[config.mk]
export PLATFORM = sky130hd
export DESIGN_NAME = aes_key_expand
export DESIGN_NICKNAME = d
export VERILOG_FILES = /design/src/rtl/aes_pkg.sv /design/src/rtl/aes_sbox.sv /design/src/rtl/aes_key_expand.sv
export SDC_FILE = /design/constraint.sdc
export NUM_CORES = 2
export LEC_CHECK = 0
export CAP_MARGIN = 20
export CORE_MARGIN = 2
export CORE_UTILIZATION = 50
export CTS_BUF_LIST = sky130_fd_sc_hd__clkbuf_16
export CTS_CLUSTER_SIZE = 8
export DETAILED_ROUTE_END_ITERATION = 8
export DONT_BUFFER_PORTS = 1
export MAX_ROUTING_LAYER = met4
export PLACE_DENSITY_LB_ADDON = 0.15
export SLEW_MARGIN = 0
export SYNTH_ARGS = -nofsm -noshare
export SYNTH_HDL_FRONTEND = slang
export SYNTH_HIERARCHICAL = 1
export SYNTH_SLANG_ARGS = --single-unit
[constraint.sdc]
create_clock -name clk -period 8.65 [get_ports clk]
set_clock_uncertainty 0.1 [all_clocks]
set_input_delay 0.4325 -clock clk [delete_from_list [all_inputs] [get_ports clk]]
set_output_delay 0.4325 -clock clk [all_outputs]
set_load 0.03 [all_outputs]
[src/rtl/aes_pkg.sv]
// Shared AES definitions used by the key schedule and the round engine.
package aes_pkg;

    localparam int NR = 10;

    typedef logic [31:0]  aes_word_t;
    typedef logic [127:0] aes_block_t;
    typedef logic [3:0]   aes_rnd_t;

    // Round constants, indexed by round number 1..10.
    localparam logic [10:1][7:0] RCON = {
        8'h36, 8'h1b, 8'h80, 8'h40, 8'h20, 8'h10, 8'h08, 8'h04, 8'h02, 8'h01
    };

endpackage

[src/rtl/aes_sbox.sv]
// Forward AES S-box, 8-bit in / 8-bit out.
// Purely combinational, no flow control.
module aes_sbox (
    input  logic [7:0] din,
    output logic [7:0] dout
);

    // Entry 0 sits in the most significant byte, so the table index is ~din.
    localparam logic [255:0][7:0] SBOX = {
        128'h637c777bf26b6fc53001672bfed7ab76,
        128'hca82c97dfa5947f0add4a2af9ca472c0,
        128'hb7fd9326363ff7cc34a5e5f171d83115,
        128'h04c723c31896059a071280e2eb27b275,
        128'h09832c1a1b6e5aa0523bd6b329e32f84,
        128'h53d100ed20fcb15b6acbbe394a4c58cf,
        128'hd0efaafb434d338545f9027f503c9fa8,
        128'h51a3408f929d38f5bcb6da2110fff3d2,
        128'hcd0c13ec5f974417c4a77e3d645d1973,
        128'h60814fdc222a908846eeb814de5e0bdb,
        128'he0323a0a4906245cc2d3ac629195e479,
        128'he7c8376d8dd54ea96c56f4ea657aae08,
        128'hba78252e1ca6b4c6e8dd741f4bbd8b8a,
        128'h703eb5664803f60e613557b986c11d9e,
        128'he1f8981169d98e949b1e87e9ce5528df,
        128'h8ca1890dbfe6426841992d0fb054bb16
    };

    assign dout = SBOX[~din];

endmodule

[src/rtl/aes_key_expand.sv]
// Iterative AES-128 key schedule: one round key per clock into an 11-entry key file.
// 10 cycles from start acceptance to keys_ready; start is ignored while busy.
// Optional AES_KEYEXP_ZEROIZE_EN: clears rk[1..10] on start and masks reads while busy.
module aes_key_expand
    import aes_pkg::aes_word_t, aes_pkg::aes_block_t, aes_pkg::aes_rnd_t, aes_pkg::RCON;
#(
    parameter int NR     = 10,
    parameter bit RD_REG = 1'b1
) (
    input  logic         clk,
    input  logic         rst_n,
    input  logic         start,
    input  aes_block_t   key,
    output logic         busy,
    output logic         keys_ready,
    output logic         done,
    input  aes_rnd_t     rk_idx,
    output aes_block_t   rk_data
);

    localparam logic [0:0] IDLE   = 1'b0;
    localparam logic [0:0] EXPAND = 1'b1;

    logic [0:0] state;
    aes_rnd_t   r;
    aes_block_t work;
    aes_block_t next_rk;
    aes_block_t rk_file [0:NR];
    aes_block_t rd_val;
    aes_word_t  w0, w1, w2, w3;
    aes_word_t  rot, sub, t;
    aes_word_t  n0, n1, n2, n3;
    logic       accept;

    assign accept = (state == IDLE) && start;
    assign busy   = (state == EXPAND);

    // work mirrors rk[r-1] so the round function never goes through the key-file mux.
    assign {w0, w1, w2, w3} = work;
    assign rot = {w3[23:0], w3[31:24]};

    for (genvar i = 0; i < 4; i++) begin : g_sbox
        aes_sbox u_sbox (
            .din  (rot[8*i +: 8]),
            .dout (sub[8*i +: 8])
        );
    end

    assign t  = sub ^ {RCON[r], 24'h0};
    assign n0 = w0 ^ t;
    assign n1 = w1 ^ n0;
    assign n2 = w2 ^ n1;
    assign n3 = w3 ^ n2;
    assign next_rk = {n0, n1, n2, n3};

    always_ff @(posedge clk or negedge rst_n) begin
        if (!rst_n) begin
            state      <= IDLE;
            r          <= '0;
            work       <= '0;
            keys_ready <= 1'b0;
            done       <= 1'b0;
            for (int i = 0; i <= NR; i++) begin
                rk_file[i] <= '0;
            end
        end else begin
            done <= 1'b0;
            case (state)
                IDLE: begin
                    if (start) begin
                        rk_file[0] <= key;
                        work       <= key;
                        r          <= 4'd1;
                        keys_ready <= 1'b0;
                        state      <= EXPAND;
`ifdef AES_KEYEXP_ZEROIZE_EN
                        for (int i = 1; i <= NR; i++) begin
                            rk_file[i] <= '0;
                        end
`endif
                    end
                end
                EXPAND: begin
                    rk_file[r] <= next_rk;
                    work       <= next_rk;
                    r          <= r + 4'd1;
                    if (r == aes_rnd_t'(NR)) begin
                        state      <= IDLE;
                        keys_ready <= 1'b1;
                        done       <= 1'b1;
                    end
                end
                default: state <= IDLE;
            endcase
        end
    end

    always_comb begin
        rd_val = '0;
        if (rk_idx <= aes_rnd_t'(NR)) begin
            rd_val = rk_file[rk_idx];
        end
`ifdef AES_KEYEXP_ZEROIZE_EN
        // Masking on the accepting cycle too keeps the registered port from latching stale keys.
        if (busy || accept) begin
            rd_val = '0;
        end
`endif
    end

    if (RD_REG) begin : g_rd_reg
        always_ff @(posedge clk or negedge rst_n) begin
            if (!rst_n) begin
                rk_data <= '0;
            end else begin
                rk_data <= rd_val;
            end
        end
    end else begin : g_rd_comb
        assign rk_data = rd_val;
    end

endmodule

# Yosys cells after proc, flatten, opt, wreduce, memory -nomap -nowiden
# Memory sizes are Yosys's and may differ from the RTL's.
# Index checks and enable logic that the tools add are counted.
totals:
  ff_bits: 1671
  latch_bits: 0
  ramBits: 0
  rom_bits: 8320
  in_bits: 135
  out_inout_bits: 131
  word_cells: 74
  memories: 5
mem_list:
  columns: ["name", "words", "word_bits", "rd", "rd_ports_with_merged_regs", "write_ports", "line_no", "text"]
  rows:
  - ["(no name shown)", 256, 8, 1, 0, 0, "aes_sbox.sv:28", "assign dout = SBOX[~din];"]
  - ["(no name shown)", 256, 8, 1, 0, 0, "aes_sbox.sv:28", null]
  - ["(no name shown)", 256, 8, 1, 0, 0, "aes_sbox.sv:28", null]
  - ["(no name shown)", 256, 8, 1, 0, 0, "aes_sbox.sv:28", null]
  - ["(no name shown)", 16, 8, 1, 0, 0, "aes_key_expand.sv:49", "assign t = sub ^ {RCON[r], 24'h0};"]
classes:
  n_addsub: 1
  n_mul: 0
  n_div: 0
  n_lt_le_gt_ge: 9
  eq_ne: 3
  n_shift: 0
  mux: 25
  bitwise: 12
  reduce_logical: 2
ops:
  columns: ["operator", "count"]
  rows:
  - ["bitwise mux 1408 bit", 1]
  - ["two-way mux 128 bit", 5]
  - ["binary-select mux 128 bit (select 4 bit)", 1]
  - ["demux 128 bit (select 4 bit)", 1]
  - ["one-hot mux 128 bit (2 select lines)", 2]
  - ["XOR 32 bit", 5]
  - ["two-way mux 8 bit", 5]
  - ["less-than comparator 8 x 9 -> 1 bit, second input constant", 4]
  - ["NOT 8 bit", 4]
  - [">= comparator 5 bit, second input constant", 2]
  - ["NOT 4 -> 5 bit", 2]
  - ["one-hot mux 4 bit (2 select lines)", 1]
  - ["two-way mux 1 bit", 6]
  - ["less-than comparator 4 x 5 -> 1 bit, second input constant", 1]
  - ["less-than comparator 5 x 1 -> 1 bit, second input constant", 1]
  - ["adder 4 x 1 -> 4 bit, second input constant", 1]
  - ["== test 4 bit, second input constant", 1]
  - ["less-or-equal comparator 4 bit, second input constant", 1]
  - ["two-way mux 4 bit", 1]
  - ["one-hot mux 1 bit (2 select lines)", 2]
  - ["inequality test 2 x 1 -> 1 bit, second input constant", 1]
  - ["inequality test 2 bit, second input constant", 1]
  - ["AND reduction 2 bit", 1]
  - ["logical AND 1 bit", 1]
  - ["NOT 1 bit", 1]

# Depth between registers and ports, before layout
logic_depth:
  depth_word: 10
  ltp_mapped: 17
  mapped_depth_nobuf: 12

# By module
# Netlist, hierarchy kept.
modules_own_cells:
  columns: ["mod", "n_inst", "cells_each", "area_each_um2", "seq_area_each_um2"]
  rows:
  - ["aes_key_expand", 1, 6952, 72819.8, 41815.1]
  - ["aes_sbox", 4, 532, 3216.8, 0.0]

# Worst setup path after synthesis
# No wires, ideal clock.
synth_timing:
  kind: "register to register"
  startpoint: "reg work[24]"
  endpoint: "reg rk_file[1029] in the netlist's numbering"
  setup_time_ns: 0.131
  arrival_ns: 3.837
  required_time_ns: 8.419
  slack_ns: 4.582
  stages_incl_launch_ff: 16
  n_path_buf: 4
  period_less_slack_ns: 4.068
  cell_sequence: "dfrtp_1 buf_2 buf_2 inv_1 ha_1 buf_2 nand2b_1 a21oi_1 a2111oi_0 o32ai_1 a22oi_1 xnor3_1 xor2_1 xor2_1 buf_2 o21ai_0"
synth_via:
  elab_chain_cells: 9
synth_rtl:
  columns: ["item", "line_no", "text"]
  rows:
  - ["from (decl)", "aes_key_expand.sv:26", "aes_block_t work;"]
  - ["from (signal assigned)", "aes_key_expand.sv:72", "work <= key;"]
  - ["from (signal assigned)", "aes_key_expand.sv:85", "work <= next_rk;"]
  - ["NOT 8 bit", "aes_sbox.sv:28", null]
  - ["memory read (256 x 8 bit)", null, null]
  - ["two-way mux 8 bit (not written as such)", "aes_sbox.sv:28", null]
  - ["via sub[5]", "aes_key_expand.sv:31", "aes_word_t rot, sub, t;"]
  - ["XOR 32 bit", "aes_key_expand.sv:49", null]
  - ["XOR 32 bit", "aes_key_expand.sv:50", "assign n0 = w0 ^ t;"]
  - ["XOR 32 bit", "aes_key_expand.sv:51", "assign n1 = w1 ^ n0;"]
  - ["XOR 32 bit", "aes_key_expand.sv:52", "assign n2 = w2 ^ n1;"]
  - ["XOR 32 bit", "aes_key_expand.sv:53", "assign n3 = w3 ^ n2;"]
  - ["bitwise mux 1408 bit", "aes_key_expand.sv:84", "rk_file[r] <= next_rk;"]
  - ["to (signal, indexed assignment)", "aes_key_expand.sv:84", null]
  - ["to (decl)", "aes_key_expand.sv:28", "aes_block_t rk_file [0:NR];"]
# The timed path passes the listed nets, and every way through them passes these cells. The select of a mux whose other input is x is not followed.
# A chain may end at the register's enable or synchronous reset.

# Worst setup path after layout
layout_timing:
  startpoint: "reg work[9]"
  endpoint: "reg rk_file[658] in the netlist's numbering"
# The elaborated chain is that of the path after synthesis.

==> flow_summary.json <==
{
  "status": "complete, but fails checks",
  "violations": "hold timing, slew limit",
  "io_pins": 266,
  "grt_pass1_wl_mm": 507,
  "drtIter0Drc": 9189,
  "grt_pass1_vias": 71100,
  "drv_slew": 164,
  "start_util": 0.504,
  "min_path_type": "in2reg",
  "cp_top_family": "XOR/XNOR gates",
  "fmax_mhz": 157,
  "die_area_sq_mm": 0.175,
  "synth_nets": 9278,
  "cts-htree-levels": 4,
  "gp_congestion": 1.06,
  "drc": 0,
  "wl_mm": 349,
  "synth-seq-cells": 1671,
  "tightest_slew_ns": 1.77,
  "max_stage_delay_ns": 0.82,
  "drt-pass1-iter-count": 6,
  "setup_viol": 0,
  "ant_nets": 0,
  "clkSlewWorstSetupHoldPaths_ns": 0.05,
  "ys_seq_area_frac": 0.488,
  "crit_chain": "buf_4 -> inv_1 -> ha_1 -> nand2b_1 -> nand2_1 -> a21o_1 -> a22oi_1 -> o221ai_1 -> a211oi_1 -> xnor3_1 -> xor2_1 -> xor2_1 -> o21ai_0",
  "grt_usage": 0.407,
  "synth.cell_area_sq_mm": 0.0857,
  "hpwl_mm": 209,
  "ctsHoldBuffers": 155,
  "synth-edff-count": 0,
  "max_slew_margin": -0.180,
  "grt.met2_usage": 0.590,
  "dpl-instance-area_sq_mm": 0.0862,
  "drive_above_1_share": 0.0892,
  "ys_async_sr_fraction": 1.00,
  "cts_tree": "yes",
  "cp_max_fo": 32,
  "die_h_um": 418,
  "slowest_stage": "ha_1",
  "cts.sinks": 1671,
  "fp.dieW_um": 418,
  "post-route-period-util": 0.737,
  "crit_top_cell": "xor2_1",
  "min_period_ns": 6.37,
  "rows": 151,
  "grt_overflow": 0,
  "via_per_inst": 6.68,
  "pre_cts_ws_ns": 2.46,
  "grt_max_degree": 494,
  "met3_usage": 0.0753,
  "cts_root_buffer": "clkbuf_16",
  "grt_antenna_before_repair": 45,
  "yosys_warnings": 6,
  "hold_violations": 2,
  "synth.distinct_cells": 73,
  "clock_latency_ns": 0.91,
  "arrival_ns": 6.91,
  "worstSetupPathType": "reg2reg",
  "setup_tns_ns": 0,
  "crit_path_end_kind": "flop",
  "clockBufferDepth": 3,
  "setup_ws_ns": 2.28,
  "top_usage_layer": "met2",
  "cp.required_ns": 9.18,
  "num_vias": 73500,
  "coreArea_sq_mm": 0.170,
  "holdWs_ns": -0.0171,
  "cts_setup_buffers": 0,
  "startpoint_type": "flop",
  "numPortBuffers": 0,
  "fin_area_sq_mm": 0.0944,
  "maxCapViolations": 0,
  "layout.nets": 8916,
  "grt.met1_usage": 0.544,
  "area_growth_pct": 10.2,
  "rsz0062_at_grt": "no",
  "cts_resized": 0,
  "numCtsBuffers": 228,
  "synthCells": 9080,
  "cp_num_buf_inv": 2,
  "ys.flop_type": "dfrtp_1",
  "detail_route.wl_per_cell_um": 31.7,
  "syn_area_per_cell_sq_um": 9.44
}
[worst paths after layout]
check | start | endpoint | slack (ns) | depth (start not counted)
worst min register to register | rk_file[557] | rk_file[557] | 0.37 | 2
worst min-delay path | rk_idx[1] | rk_data[22] | -0.02 | 4
worst max-delay path | work[9] | rk_file[658] | 2.28 | 13
max in group asynchronous | rst_n | work[12] | 6.03 | 4
min in group asynchronous | rst_n | rk_file[49] | 0.11 | 2
worst max register to register | work[9] | rk_file[658] | 2.28 | 13
[metrics by stage]
step	instances	util	hold WS, ns
after floorplan	9080	-	0.0369
after global placement	10500	0.508	0.352
after detailed placement	10500	0.508	0.358
after CTS	10900	0.554	0.00314
after global routing	11000	0.556	0.00632
final	11000	0.556	-0.0171
[cells by family (layout without fill, tap and decap cells)]
kind of cell | Yosys count | after routing | synth area share
AOI/OAI and AO/OA | 3168 | 3168 | 0.218
xor gates and xnor gates | 156 | 156 | 0.0230
adders and majority gates | 63 | 63 | 0.00920
buffers and inverters | 993 | 660 | 0.0493
DFF | 1671 | 1671 | 0.488
muxes | 555 | 555 | 0.0883
other | 0 | 29 | 0
and+or+nand+nor | 2474 | 2474 | 0.124
[tightest hold or removal path: stages]
cell	delay, ns
mux2i_1	0.16
a221oi_1	0.11
o21ai_0	0.09
o21ai_0	0.11
[flip-flops by register name, summed over array words and instances, names as in the netlist]
| name | count |
|---|---|
| busy | 1 |
| done | 1 |
| keys_ready | 1 |
| r | 4 |
| rk_data | 128 |
| rk_file | 1408 |
| work | 128 |
[per-layer routing]
metal	share of wire	wire [um]
met2	0.44	155000
met1	0.41	142000
met5	0	0
met4	0.060	20800
met3	0.089	31200
[cell usage after synthesis (13+ instances only)]
| library cell | instances | area [sq um] |
|---|---|---|
| o22ai_1 | 60 | 375 |
| nor3_1 | 109 | 546 |
| nor2b_1 | 219 | 1370 |
| nand2_1 | 1457 | 5470 |
| buf_1 | 60 | 225 |
| dfrtp_1 | 1671 | 41800 |
| clkbuf_1 | 599 | 2250 |
| inv_1 | 26 | 97.6 |
| a21oi_1 | 515 | 2580 |
| or2_2 | 20 | 125 |
| nor2_1 | 387 | 1450 |
| nor4_1 | 16 | 100 |
| xnor3_1 | 38 | 856 |
| o21ai_1 | 71 | 355 |
| xor2_1 | 67 | 587 |
| a221oi_1 | 97 | 850 |
| o221ai_1 | 20 | 175 |
| o311ai_0 | 44 | 385 |
| a211oi_1 | 222 | 1670 |
| a221o_1 | 28 | 280 |
| buf_4 | 24 | 180 |
| xnor2_1 | 44 | 385 |
| o31ai_1 | 33 | 248 |
| o211ai_1 | 44 | 330 |
| a31oi_1 | 92 | 576 |
| buf_2 | 261 | 1310 |
| nand4_1 | 13 | 81.3 |
| mux4_2 | 152 | 3420 |
| mux2_2 | 88 | 991 |
| o32ai_1 | 55 | 482 |
| nand3_1 | 97 | 485 |
| and2_1 | 21 | 131 |
| nand2b_1 | 78 | 488 |
| a311oi_1 | 44 | 385 |
| ha_1 | 63 | 788 |
| o21ai_0 | 1645 | 8230 |
| a22oi_1 | 85 | 638 |
| mux2i_1 | 315 | 3150 |
| a311o_1 | 16 | 160 |
[layout by cell type, fill, tap and decap left out, types with 92 or more instances in the layout]
cell and instances:
a31oi_1 92, nand2_1 1456, clkbuf_16 228, nor2_1 387
nor2b_1 216, a211oi_1 222, mux4_2 152, mux2i_1 315
dfrtp_1 1658, nor3_1 109, a21oi_1 515, dlygate4sd3_1 152
buf_4 178, o21ai_0 1645, a221oi_1 97
[final cells by class]
type	count	area, sq um
diodes	29	72.6
clock buffers	228	5710
clock inverters	31	498
multi-input cells	6416	39800
inverters	38	143
well taps	2218	2780
flip-flops and latches	1671	41800
fillers	15100	75400
repair buffers	363	3570
Power is not shown: default switching activity piles up to over one toggle a cycle in this logic, so the estimate is an artifact.
